`config.mk`:
```
export PLATFORM = sky130hd
export DESIGN_NAME = flash_req_arbiter
export DESIGN_NICKNAME = d
export VERILOG_FILES = /design/src/rtl/flash_arb_pkg.sv /design/src/rtl/flash_arb_rr.sv /design/src/rtl/flash_req_arbiter.sv
export SDC_FILE = /design/constraint.sdc
export NUM_CORES = 1
export LEC_CHECK = 0
export CAP_MARGIN = 25
export CORE_MARGIN = 1
export CORE_UTILIZATION = 47
export DETAILED_ROUTE_END_ITERATION = 10
export MAX_ROUTING_LAYER = met4
export PLACE_DENSITY = 0.86
export SLEW_MARGIN = 5
export SYNTH_ARGS = -nofsm -noshare
export SYNTH_HDL_FRONTEND = slang
export SYNTH_SLANG_ARGS = --single-unit
```
`constraint.sdc`:
```
create_clock -name ACLK -period 3.2 [get_ports ACLK]
set_input_delay 0.48 -clock ACLK [delete_from_list [all_inputs] [get_ports ACLK]]
set_output_delay 0.48 -clock ACLK [all_outputs]
set_load 0.02 [all_outputs]
```
`src/rtl/flash_arb_pkg.sv`:
```
// Shared types and widths for the two-port QSPI flash request arbiter.
package flash_arb_pkg;

  localparam int unsigned ADDR_W = 24;
  localparam int unsigned DATA_W = 32;

  typedef enum logic [1:0] {
    OP_READ  = 2'b00,
    OP_WRITE = 2'b01,
    OP_ERASE = 2'b10,
    OP_RSVD  = 2'b11
  } op_e;

  typedef enum logic [1:0] {
    ST_IDLE = 2'b00,
    ST_WAIT = 2'b01,
    ST_DONE = 2'b10
  } state_e;

  // Command payload presented to the LLC while an operation is in flight
  typedef struct packed {
    logic              dir;
    logic              erase;
    logic [ADDR_W-1:0] addr;
    logic [DATA_W-1:0] word;
  } llc_cmd_t;

endpackage

```
`src/rtl/flash_arb_rr.sv`:
```
// Two-way round-robin pick; the requester not served last wins a tie.
module flash_arb_rr (
  input  logic clk,
  input  logic rst_n,
  input  logic req0,
  input  logic req1,
  input  logic update,
  input  logic owner,
  output logic any_c,
  output logic pick_c
);

  logic last_q;

  // Last-served requester; starts at r1 so r0 wins the first tie
  always_ff @(posedge clk or negedge rst_n) begin
    if (!rst_n) begin
      last_q <= 1'b1;
    end else if (update) begin
      last_q <= owner;
    end
  end

  // Pick: single requester wins outright, a tie goes away from last_q
  always_comb begin
    any_c  = req0 | req1;
    pick_c = (req0 & req1) ? ~last_q : req1;
  end

endmodule

```
`src/rtl/flash_req_arbiter.sv`:
```
// Shares one QSPI flash LLC between a fetch port (r0) and a data port (r1),
// one command at a time, with prescaled completion polling and a timeout.
module flash_req_arbiter
  import flash_arb_pkg::*;
#(
  parameter int unsigned PRESCALE    = 5,
  parameter int unsigned TIMEOUT_CYC = 65535
) (
  input  logic              ACLK,
  input  logic              ARESETn,
  input  logic              r0_req,
  input  logic [ADDR_W-1:0] r0_addr,
  output logic              r0_gnt,
  output logic [DATA_W-1:0] r0_rdata,
  output logic              r0_rvalid,
  output logic              r0_err,
  input  logic              r1_req,
  input  logic [1:0]        r1_op,
  input  logic [ADDR_W-1:0] r1_addr,
  input  logic [DATA_W-1:0] r1_wdata,
  output logic              r1_gnt,
  output logic [DATA_W-1:0] r1_rdata,
  output logic              r1_done,
  output logic              r1_err,
  output logic              llc_start,
  output logic              llc_dir,
  output logic              llc_erase,
  output logic [ADDR_W-1:0] llc_address,
  output logic [DATA_W-1:0] llc_word,
  output logic              llc_axisync,
  input  logic [DATA_W-1:0] llc_rword,
  input  logic              llc_valid,
  input  logic              llc_busy
);

  localparam int unsigned PRE_W = (PRESCALE > 1) ? $clog2(PRESCALE) : 1;
  localparam int unsigned TO_W  = (TIMEOUT_CYC > 1) ? $clog2(TIMEOUT_CYC) : 1;
  localparam logic [PRE_W-1:0] PRE_LOAD = PRE_W'(PRESCALE - 1);
  localparam logic [TO_W-1:0]  TO_LAST  = TO_W'(TIMEOUT_CYC - 1);

  state_e            state_q, state_d;
  logic              owner_q, owner_d;
  logic              rd_q, rd_d;
  logic              err_q, err_d;
  logic [PRE_W-1:0]  pre_q, pre_d;
  logic [TO_W-1:0]   to_q, to_d;
  llc_cmd_t          cmd_q, cmd_d;
  logic              start_d, axisync_d;
  logic [DATA_W-1:0] r0_rdata_d, r1_rdata_d;
  logic              r0_rvalid_d, r0_err_d, r1_done_d, r1_err_d;

  logic              any_c, pick_c;
  logic              grant_c, rsvd_c, sample_c, hit_c, expire_c;
  op_e               req_op_c;

  flash_arb_rr u_rr (
    .clk    (ACLK),
    .rst_n  (ARESETn),
    .req0   (r0_req),
    .req1   (r1_req),
    .update (state_q == ST_DONE),
    .owner  (owner_q),
    .any_c  (any_c),
    .pick_c (pick_c)
  );

  // Grant is combinational so the requester sees it in the IDLE cycle itself
  assign grant_c  = (state_q == ST_IDLE) && !llc_busy && any_c;
  assign req_op_c = pick_c ? op_e'(r1_op) : OP_READ;
  assign rsvd_c   = (req_op_c == OP_RSVD);
  assign sample_c = (state_q == ST_WAIT) && (pre_q == '0);
  assign hit_c    = sample_c && llc_valid;
  assign expire_c = (state_q == ST_WAIT) && (to_q == TO_LAST);
  assign r0_gnt   = grant_c && !pick_c;
  assign r1_gnt   = grant_c && pick_c;

  assign llc_dir     = cmd_q.dir;
  assign llc_erase   = cmd_q.erase;
  assign llc_address = cmd_q.addr;
  assign llc_word    = cmd_q.word;

  // State register
  always_ff @(posedge ACLK or negedge ARESETn) begin
    if (!ARESETn) begin
      state_q <= ST_IDLE;
    end else begin
      state_q <= state_d;
    end
  end

  // Next-state logic; a sampled llc_valid beats a same-cycle timeout
  always_comb begin
    state_d = state_q;
    case (state_q)
      ST_IDLE: if (grant_c) state_d = rsvd_c ? ST_DONE : ST_WAIT;
      ST_WAIT: if (hit_c || expire_c) state_d = ST_DONE;
      ST_DONE: state_d = ST_IDLE;
      default: state_d = ST_IDLE;
    endcase
  end

  // Output/datapath next values; completion pulses are set on entry to DONE
  always_comb begin
    owner_d    = owner_q;
    rd_d       = rd_q;
    err_d      = err_q;
    pre_d      = pre_q;
    to_d       = to_q;
    cmd_d      = cmd_q;
    start_d    = llc_start;
    r0_rdata_d = r0_rdata;
    r1_rdata_d = r1_rdata;
    case (state_q)
      ST_IDLE: begin
        if (grant_c) begin
          owner_d = pick_c;
          rd_d    = (req_op_c == OP_READ);
          err_d   = rsvd_c;
          pre_d   = PRE_LOAD;
          to_d    = '0;
          if (!rsvd_c) begin
            start_d     = 1'b1;
            cmd_d.dir   = (req_op_c == OP_WRITE);
            cmd_d.erase = (req_op_c == OP_ERASE);
            cmd_d.addr  = pick_c ? r1_addr : r0_addr;
            cmd_d.word  = pick_c ? r1_wdata : '0;
          end
        end
      end
      ST_WAIT: begin
        to_d  = to_q + 1'b1;
        pre_d = sample_c ? PRE_LOAD : pre_q - 1'b1;
        if (hit_c || expire_c) begin
          start_d = 1'b0;
          cmd_d   = '0;
          err_d   = !hit_c;
          if (hit_c && rd_q) begin
            if (owner_q) r1_rdata_d = llc_rword;
            else         r0_rdata_d = llc_rword;
          end
        end
      end
      default: ;
    endcase
    r0_rvalid_d = (state_d == ST_DONE) && !owner_d;
    r0_err_d    = (state_d == ST_DONE) && !owner_d && err_d;
    r1_done_d   = (state_d == ST_DONE) && owner_d;
    r1_err_d    = (state_d == ST_DONE) && owner_d && err_d;
    axisync_d   = (state_d == ST_IDLE);
  end

  // Registered outputs, command registers and counters
  always_ff @(posedge ACLK or negedge ARESETn) begin
    if (!ARESETn) begin
      owner_q     <= 1'b0;
      rd_q        <= 1'b0;
      err_q       <= 1'b0;
      pre_q       <= '0;
      to_q        <= '0;
      cmd_q       <= '0;
      llc_start   <= 1'b0;
      llc_axisync <= 1'b1;
      r0_rdata    <= '0;
      r1_rdata    <= '0;
      r0_rvalid   <= 1'b0;
      r0_err      <= 1'b0;
      r1_done     <= 1'b0;
      r1_err      <= 1'b0;
    end else begin
      owner_q     <= owner_d;
      rd_q        <= rd_d;
      err_q       <= err_d;
      pre_q       <= pre_d;
      to_q        <= to_d;
      cmd_q       <= cmd_d;
      llc_start   <= start_d;
      llc_axisync <= axisync_d;
      r0_rdata    <= r0_rdata_d;
      r1_rdata    <= r1_rdata_d;
      r0_rvalid   <= r0_rvalid_d;
      r0_err      <= r0_err_d;
      r1_done     <= r1_done_d;
      r1_err      <= r1_err_d;
    end
  end

endmodule

```
==> implementation parameters, run 1 <==
Parameter                              Value

Clock network
  Number of buffers inserted during clock tree synthesis    17
  CTS tree    built
  Total number of H-tree levels    4
  Post-CTS Resized    0
  Max Root-Sink Buffers    2
  Count of hold-fix buffers inserted at cts    0
  Buffer type at the clock tree root    sky130_fd_sc_hd__clkbuf_16
  Clock insertion delay at the later pin of the skew report    420 ps
  Number of sinks handled by clock tree synthesis    152
  Buffer count from post-CTS setup fixing    0
  Clock input transition at the sequential cells of the worst setup and hold paths    50 ps

Placed design
  # port buffers    249
  Area of placed instances    0.00887 mm^2
  Number of placed instances, taps included    860
  Final RePlAce weighted congestion    0.784
  Total half-perimeter wirelength after legalization and detailed placement    11700 um

STA
  Final Hold Fails    0
  Worst setup skew after layout    8.03 ps
  Measured slew at the worst slew-check pin    706 ps
  Fmax    383 MHz
  Pins Over Slew Limit    0
  Total setup violations reported at the end of the flow    0
  Part of the cycle the worst path needs    81.5%
  TNS Setup    0 ps
  Min Tclk post-route    2610 ps
  Setup repair after global routing missed its margin    false
  Worst-case headroom to the max-slew limit    53.0%

Synth
  Number of warning messages in the yosys log    0
  Commonest register cell after synthesis    sky130_fd_sc_hd__dfrtp_1
  Unique masters post-synth    45
  Adder-cell share of the synthesized area    0.810%
  Simple logic cell fraction of the synthesized area    5.67%
  Async set or reset register ratio after synthesis    100%
  Netlist Area Pre-Place    0.00618 mm^2
  Average size of a mapped cell    13.6 um^2
  Number of enable flip-flop cells after synthesis    0
  Multiplexer fraction of the synthesized cell area    16.4%
  Largest cells by area after synthesis    sky130_fd_sc_hd__dfrtp_1 (61%), sky130_fd_sc_hd__mux2_2 (10%), sky130_fd_sc_hd__a22o_1 (4.5%)
  Share of the synthesized area in the top cell type    60.7%
  Complex-gate fraction of the synthesized area    12.4%
  Sequential-to-total area share from yosys stat    61.6%
  Library cell with the largest summed area after synthesis    sky130_fd_sc_hd__dfrtp_1
  Post-Synthesis Cells    454
  Largest family of logic cells by synthesized area    multiplexers
  Post-synthesis sequential element count    152
  Area share of xor/xnor cells in the synthesized design    0.283%
  Number of nets in the synthesized netlist    578

Cells and area
  Final layout net count    831
  Antenna diode count    0
  Area of all placed cells without fillers    0.00947 mm^2
  Most used cells in the layout excluding fill and tap cells    sky130_fd_sc_hd__clkdlybuf4s50_1 (248), sky130_fd_sc_hd__dfrtp_1 (150), sky130_fd_sc_hd__mux2_2 (55), sky130_fd_sc_hd__a22o_1 (32), sky130_fd_sc_hd__mux2i_1 (28)
  Area added between synthesis and finish    53.3%
  Layout Cells excl Fill    891
  Most common library cell in the layout ignoring fill and taps    sky130_fd_sc_hd__clkdlybuf4s50_1
  Share of final-layout standard cells stronger than drive strength 1    14.3%

Detailed routing
  Max layer used    met4
  Initial DRC count    242
  Met2 wire len    8350 um
  Via density    5.37
  Antenna-violating nets left    0
  Sum of met3 wire segment lengths after detailed routing    1250 um
  Detailed-route wire length per cell    18.7 um
  DRT Wirelength    16700 um
  DRC viols    0
  Initial DRT Pass Iterations    4
  Met1 wire length    6720 um
  Count of vias placed by the detailed router    4784

Global route
  Via count of the first global-routing pass    5051
  Global-route wire length before repair    25600 um
  Pin count of the biggest net entering global routing    78
  Total congestion overflow after global routing    0
  Number of antenna violations at the first check in global routing    0
  Global-route usage over all layers    26.0%

Setup path
  Path type of the worst setup path    in2out
  Data required time at the worst endpoint    2720 ps
  Critical-path maximum fanout    7
  Most frequent cell on the critical path    sky130_fd_sc_hd__clkdlybuf4s50_1
  Critical Path Sink Type    primary output
  Critical-path top delay cell    sky130_fd_sc_hd__clkdlybuf4s50_1
  Worst setup SP type    primary input
  Path length in cells of the critical path    4
  Buffering stage count on the worst path with inverters included    2
  Number of cells traversed by the worst register-to-register path    7
  Maximum single-stage delay on the critical path    670 ps
  Family with the most delay on the worst path    buffers and inverters
  Data arrival, critical path    2130 ps
  Worst path cell trace    clkdlybuf4s50_1, a21boi_4, and2_1, clkdlybuf4s50_1

Floorplan
  Std cell rows    41
  Die footprint    0.0136 mm^2
  Ports    250
  DIE HEIGHT    117 um
  Standard cell core area    0.0127 mm^2
  Initial Util    48.6%
  Die X-Extent    117 um

Power and ir drop
  Maximum vdd ir drop    562 uV
  Total design power    0.00874 W
  Power density over the cells    922 mW/mm^2
  Leakage Power    4.24 nW

Run status
  Run status    completed

Hold path
  Hold crit path type    in2async

Job
  Max Cap Violations    0
## flip-flops by register name, indices dropped and copies added (netlist names), 2 cells and up
| register | flops |
|---|---|
| to_q | 16 |
| llc_word | 32 |
| r1_rdata | 32 |
| llc_address | 24 |
| pre_q | 3 |
| state_q | 2 |
| r0_rdata | 32 |
## report_power, final
part / internal [W] / switching (W) / total, W
registers: 0.00264 / 0.000462 / 0.00310
clock network: 0.00128 / 0.000751 / 0.00203
logic: 0.00184 / 0.00176 / 0.00361
## through the flow
step           hold WS (ps)  util [%]  setup WS [ps]
2_1_floorplan           184         -           1360
3_3_place_gp            465      69.8            566
3_5_place_dp            473      69.8            577
4_1_cts                 118      74.4            571
5_1_grt                 137      74.4            505
6_report               85.5      74.4            591
## cells in the mapped netlist, types with 2 or more instances
cell type	number
sky130_fd_sc_hd__mux2_1	10
sky130_fd_sc_hd__and3_1	4
sky130_fd_sc_hd__o22ai_1	3
sky130_fd_sc_hd__or3_1	2
sky130_fd_sc_hd__a22o_1	32
sky130_fd_sc_hd__nand3_1	12
sky130_fd_sc_hd__o2bb2ai_1	24
sky130_fd_sc_hd__a21boi_0	2
sky130_fd_sc_hd__o21ai_0	9
sky130_fd_sc_hd__buf_2	15
sky130_fd_sc_hd__mux2i_1	28
sky130_fd_sc_hd__nor2_1	7
sky130_fd_sc_hd__ha_1	4
sky130_fd_sc_hd__buf_4	2
sky130_fd_sc_hd__and2_1	2
sky130_fd_sc_hd__nor3_1	2
sky130_fd_sc_hd__o31ai_1	4
sky130_fd_sc_hd__nand2b_1	3
sky130_fd_sc_hd__mux2_2	55
sky130_fd_sc_hd__clkbuf_1	9
sky130_fd_sc_hd__a32o_1	2
sky130_fd_sc_hd__nor4_1	3
sky130_fd_sc_hd__nand2_1	25
sky130_fd_sc_hd__a21oi_1	6
sky130_fd_sc_hd__inv_1	7
sky130_fd_sc_hd__dfrtp_1	150
sky130_fd_sc_hd__xor2_1	2
sky130_fd_sc_hd__nor2b_1	3
sky130_fd_sc_hd__dfstp_2	2
sky130_fd_sc_hd__buf_6	2
sky130_fd_sc_hd__a31oi_1	4
sky130_fd_sc_hd__nand4_1	6
## routing by layer
| layer | vias up | GRT usage (%) |
|---|---|---|
| met1 | 2355 | 29.6 |
| li1 | 2191 | - |
| met4 | 0 | 9.28 |
| met2 | 211 | 43.4 |
| met3 | 27 | 8.15 |
| met5 | - | - |
## path summary, 6_finish.rpt
check                                          start                       end  slack, ps
worst min-delay path                         ARESETn  r0_rdata[20]$_DFFE_PN0P_         90
worst max register to register  pre_q[0]$_DFFE_PN0P_  r1_rdata[20]$_DFFE_PN0P_       1070
min in group ACLK               to_q[15]$_DFFE_PN0P_      to_q[15]$_DFFE_PN0P_        490
worst min register to register  to_q[15]$_DFFE_PN0P_      to_q[15]$_DFFE_PN0P_        490
max in group asynchronous                    ARESETn  llc_word[11]$_DFFE_PN0P_       2210
worst max-delay path                          r1_req                    r1_gnt        590
## final cells by class
class                      instances  area [um^2]
clock buffer                      22          474
clock inverter                     9          123
fill                             866         3250
inverter                           8         30.0
multi-input combinational        266         2220
sequential                       152         3810
tap                              172          215
timing repair buffer             262         2600
## kinds of logic after synthesis
| logic type | Yosys count |
|---|---|
| and+or+nand+nor | 71 |
| muxes | 93 |
| AOI/OAI and AO/OA | 96 |
| xor gates and xnor gates | 2 |
| buffers and inverters | 36 |
| adders and majority gates | 4 |
| DFF | 152 |
Power figures use the tool's default switching activity.
==> run 2: changes to the inputs <==
Settings changed: CORE_UTILIZATION 47 to 43, PLACE_DENSITY 0.86 to 0.8.
Clock period 3.2 ns to 2.7 ns, I/O delays scaled along.
==> run 2 against run 1 <==
Compared with the run above: setup slack got worse by 350 ps; critical path depth rose by 1; global-route usage fell by 2.6 points; non-clock buffer count rose by 2; hold slack improved by 400 ps; first-iteration DRC count rose by 20%; register-to-register slack got worse by 420 ps; cell area rose by 0.36%; via count barely moved; sequential power rose by 18%; final cell count rose by 1.2%; total power rose by 16%; critical endpoint is now r0_gnt.
==> implementation parameters, run 2 (synthesis results as in run 1) <==
Parameter                              Value

STA
  Setup repair after global routing missed its margin    false
  Measured slew at the worst slew-check pin    622 ps (-83.5 ps)
  Min Tclk post-route    2460 ps
  Worst setup skew after layout    13.1 ps (+5.09 ps)
  Pins Over Slew Limit    0 (unchanged)
  Final Hold Fails    0 (unchanged)
  Worst-case headroom to the max-slew limit    58.5% (+5.6 points)
  Fmax    406 MHz
  TNS Setup    0 ps (unchanged)
  Total setup violations reported at the end of the flow    0 (unchanged)
  Part of the cycle the worst path needs    91.2%

Global route
  Global-route track usage on met1    28.0% (-1.5 points)
  Number of antenna violations at the first check in global routing    0 (unchanged)
  Pin count of the biggest net entering global routing    66 (-15%)
  Global-route wire length before repair    25300 um (-0.84%)
  Total congestion overflow after global routing    0 (unchanged)
  Via count of the first global-routing pass    4934 (-2.3%)
  Top Usage Layer GRT    met2
  Global-route track usage on met3    6.88% (-1.3 points)
  Global-route usage over all layers    23.4% (-2.6 points)
  Fraction of met2 tracks used by global routing    36.9% (-6.5 points)

Detailed routing
  Count of vias placed by the detailed router    4780 (-0.084%)
  DRC viols    0 (unchanged)
  Initial DRT Pass Iterations    7 (+3)
  DRT Wirelength    16400 um (-1.8%)
  Antenna-violating nets left    0 (unchanged)
  Initial DRC count    291 (+20%)
  Detailed-route wire length per cell    18.2 um (-3.0%)
  Via density    5.30 (-1.3%)

Power and ir drop
  Leakage Power    4.24 nW (about the same)
  Maximum vdd ir drop    643 uV (+14%)
  Power density over the cells    1070 mW/mm^2 (+16%)

Floorplan
  Initial Util    44.3% (-4.2 points)
  Std cell rows    43 (+4.9%)
  Die X-Extent    122 um (+4.5%)
  DIE HEIGHT    122 um (+4.5%)
  Die footprint    0.0149 mm^2 (+9.1%)
  Standard cell core area    0.0139 mm^2 (+9.5%)
  Ports    250 (unchanged)

Clock network
  Buffer count from post-CTS setup fixing    0 (unchanged)
  Total number of H-tree levels    4 (unchanged)
  Number of sinks handled by clock tree synthesis    152 (unchanged)
  Clock insertion delay at the later pin of the skew report    410 ps (about the same)
  Count of hold-fix buffers inserted at cts    1 (+1)
  Buffer type at the clock tree root    sky130_fd_sc_hd__clkbuf_16
  Max Root-Sink Buffers    2 (unchanged)
  Post-CTS Resized    0 (unchanged)
  Clock input transition at the sequential cells of the worst setup and hold paths    60 ps (about the same)
  CTS tree    built
  Number of buffers inserted during clock tree synthesis    17 (unchanged)

Setup path
  Flop2flop setup slack    650 ps (-420 ps)
  Data required time at the worst endpoint    2300 ps (-420 ps)
  Path type of the worst setup path    in2out
  Critical Path Sink Type    primary output
  Data arrival, critical path    2060 ps (-70 ps)
  Number of cells traversed by the worst register-to-register path    5 (-2)
  Startpoint of the most critical register-to-register path    state_q[1]$_DFF_PN0_
  Worst setup SP type    primary input
  Critical-path maximum fanout    2 (-5)
  End of the worst register-to-register path    llc_word[30]$_DFFE_PN0P_

Hold path
  Worst hold path stage count    1
  Hold Path Sink    to_q[15]$_DFFE_PN0P_
  Origin of the worst min-delay path    to_q[15]$_DFFE_PN0P_
  Hold crit path type    reg2reg

Placed design
  Area of placed instances    0.00893 mm^2 (+0.62%)
  # port buffers    249 (unchanged)
  Final RePlAce weighted congestion    0.845 (+7.8%)
  Total half-perimeter wirelength after legalization and detailed placement    11900 um (+2.1%)

Cells and area
  Most used cells in the layout excluding fill and tap cells    sky130_fd_sc_hd__clkdlybuf4s50_1 (248), sky130_fd_sc_hd__dfrtp_1 (150), sky130_fd_sc_hd__mux2_2 (55), sky130_fd_sc_hd__a22o_1 (32), sky130_fd_sc_hd__mux2i_1 (28)
  Area added between synthesis and finish    53.8%
  Share of final-layout standard cells stronger than drive strength 1    14.7% (+0.36 points)
  Antenna diode count    0 (unchanged)
  Layout filler cell count    1013 (+17%)
  Final layout net count    833 (+0.24%)
  Area of all placed cells without fillers    0.00951 mm^2 (+0.36%)
  Most common library cell in the layout ignoring fill and taps    sky130_fd_sc_hd__clkdlybuf4s50_1

Run status
  Run status    completed

Job
  Max Cap Violations    0 (unchanged)
run 2: how the worst max path moves through the flow:
| stage | start | endpoint | slack, ps |
|---|---|---|---|
| finish | llc_busy | r0_gnt | 240 |
| global route | state_q[1]$_DFF_PN0_ | r0_gnt | 170 |
| CTS | llc_busy | r0_gnt | 270 |
| detailed placement | llc_busy | r0_gnt | 280 |
| global placement | llc_busy | r0_gnt | 240 |
| floorplan | pre_q[0]$_DFFE_PN0P_ | r0_rdata[0]$_DFFE_PN0P_ | 860 |
run 2: where the power goes:
| part | internal [W] | total, W | switching (W) |
|---|---|---|---|
| registers | 0.00313 | 0.00367 | 0.000541 |
| logic | 0.00218 | 0.00426 | 0.00208 |
| clock network | 0.00130 | 0.00223 | 0.000935 |
| total | 0.00661 | 0.0102 | 0.00356 |
run 2: layout make-up:
class | instances | area, um^2 | share of cell area [%]
clock buffers | 19 | 443 | 4.66
clock inverters | 13 | 123 | 1.29
inverters | 8 | 30.0 | 0.316
multi-input cells | 266 | 2220 | 23.4
flip-flops and latches | 152 | 3810 | 40.0
well taps | 180 | 225 | 2.37
repair buffers | 264 | 2660 | 28.0
run 2: worst max-delay path, stage by stage:
cell                              delay, ps
sky130_fd_sc_hd__clkdlybuf4s50_1        420
sky130_fd_sc_hd__nor3_1                 290
sky130_fd_sc_hd__o21ai_0                170
sky130_fd_sc_hd__nor2_1                 130
sky130_fd_sc_hd__clkdlybuf4s50_1        640
run 2: per-stage QoR:
stage	total power [W]	util (%)	std cells	worst slack [ps]	hold slack, ps
global placement	0.00782	64.1	869	237	419
finish	0.0102	68.2	902	238	487
floorplan	0.00577	-	454	858	109
global route	0.0107	68.2	902	172	497
CTS	0.0103	68.2	902	268	486
detailed placement	0.00795	64.1	869	282	438
run 2: per-layer routing:
| metal | vias up | share of wire, % |
|---|---|---|
| met1 | 2326 | 41 |
| met4 | 0 | 2.5 |
| li1 | 2189 | - |
| met5 | - | 0 |
| met3 | 29 | 7.6 |
| met2 | 236 | 49 |
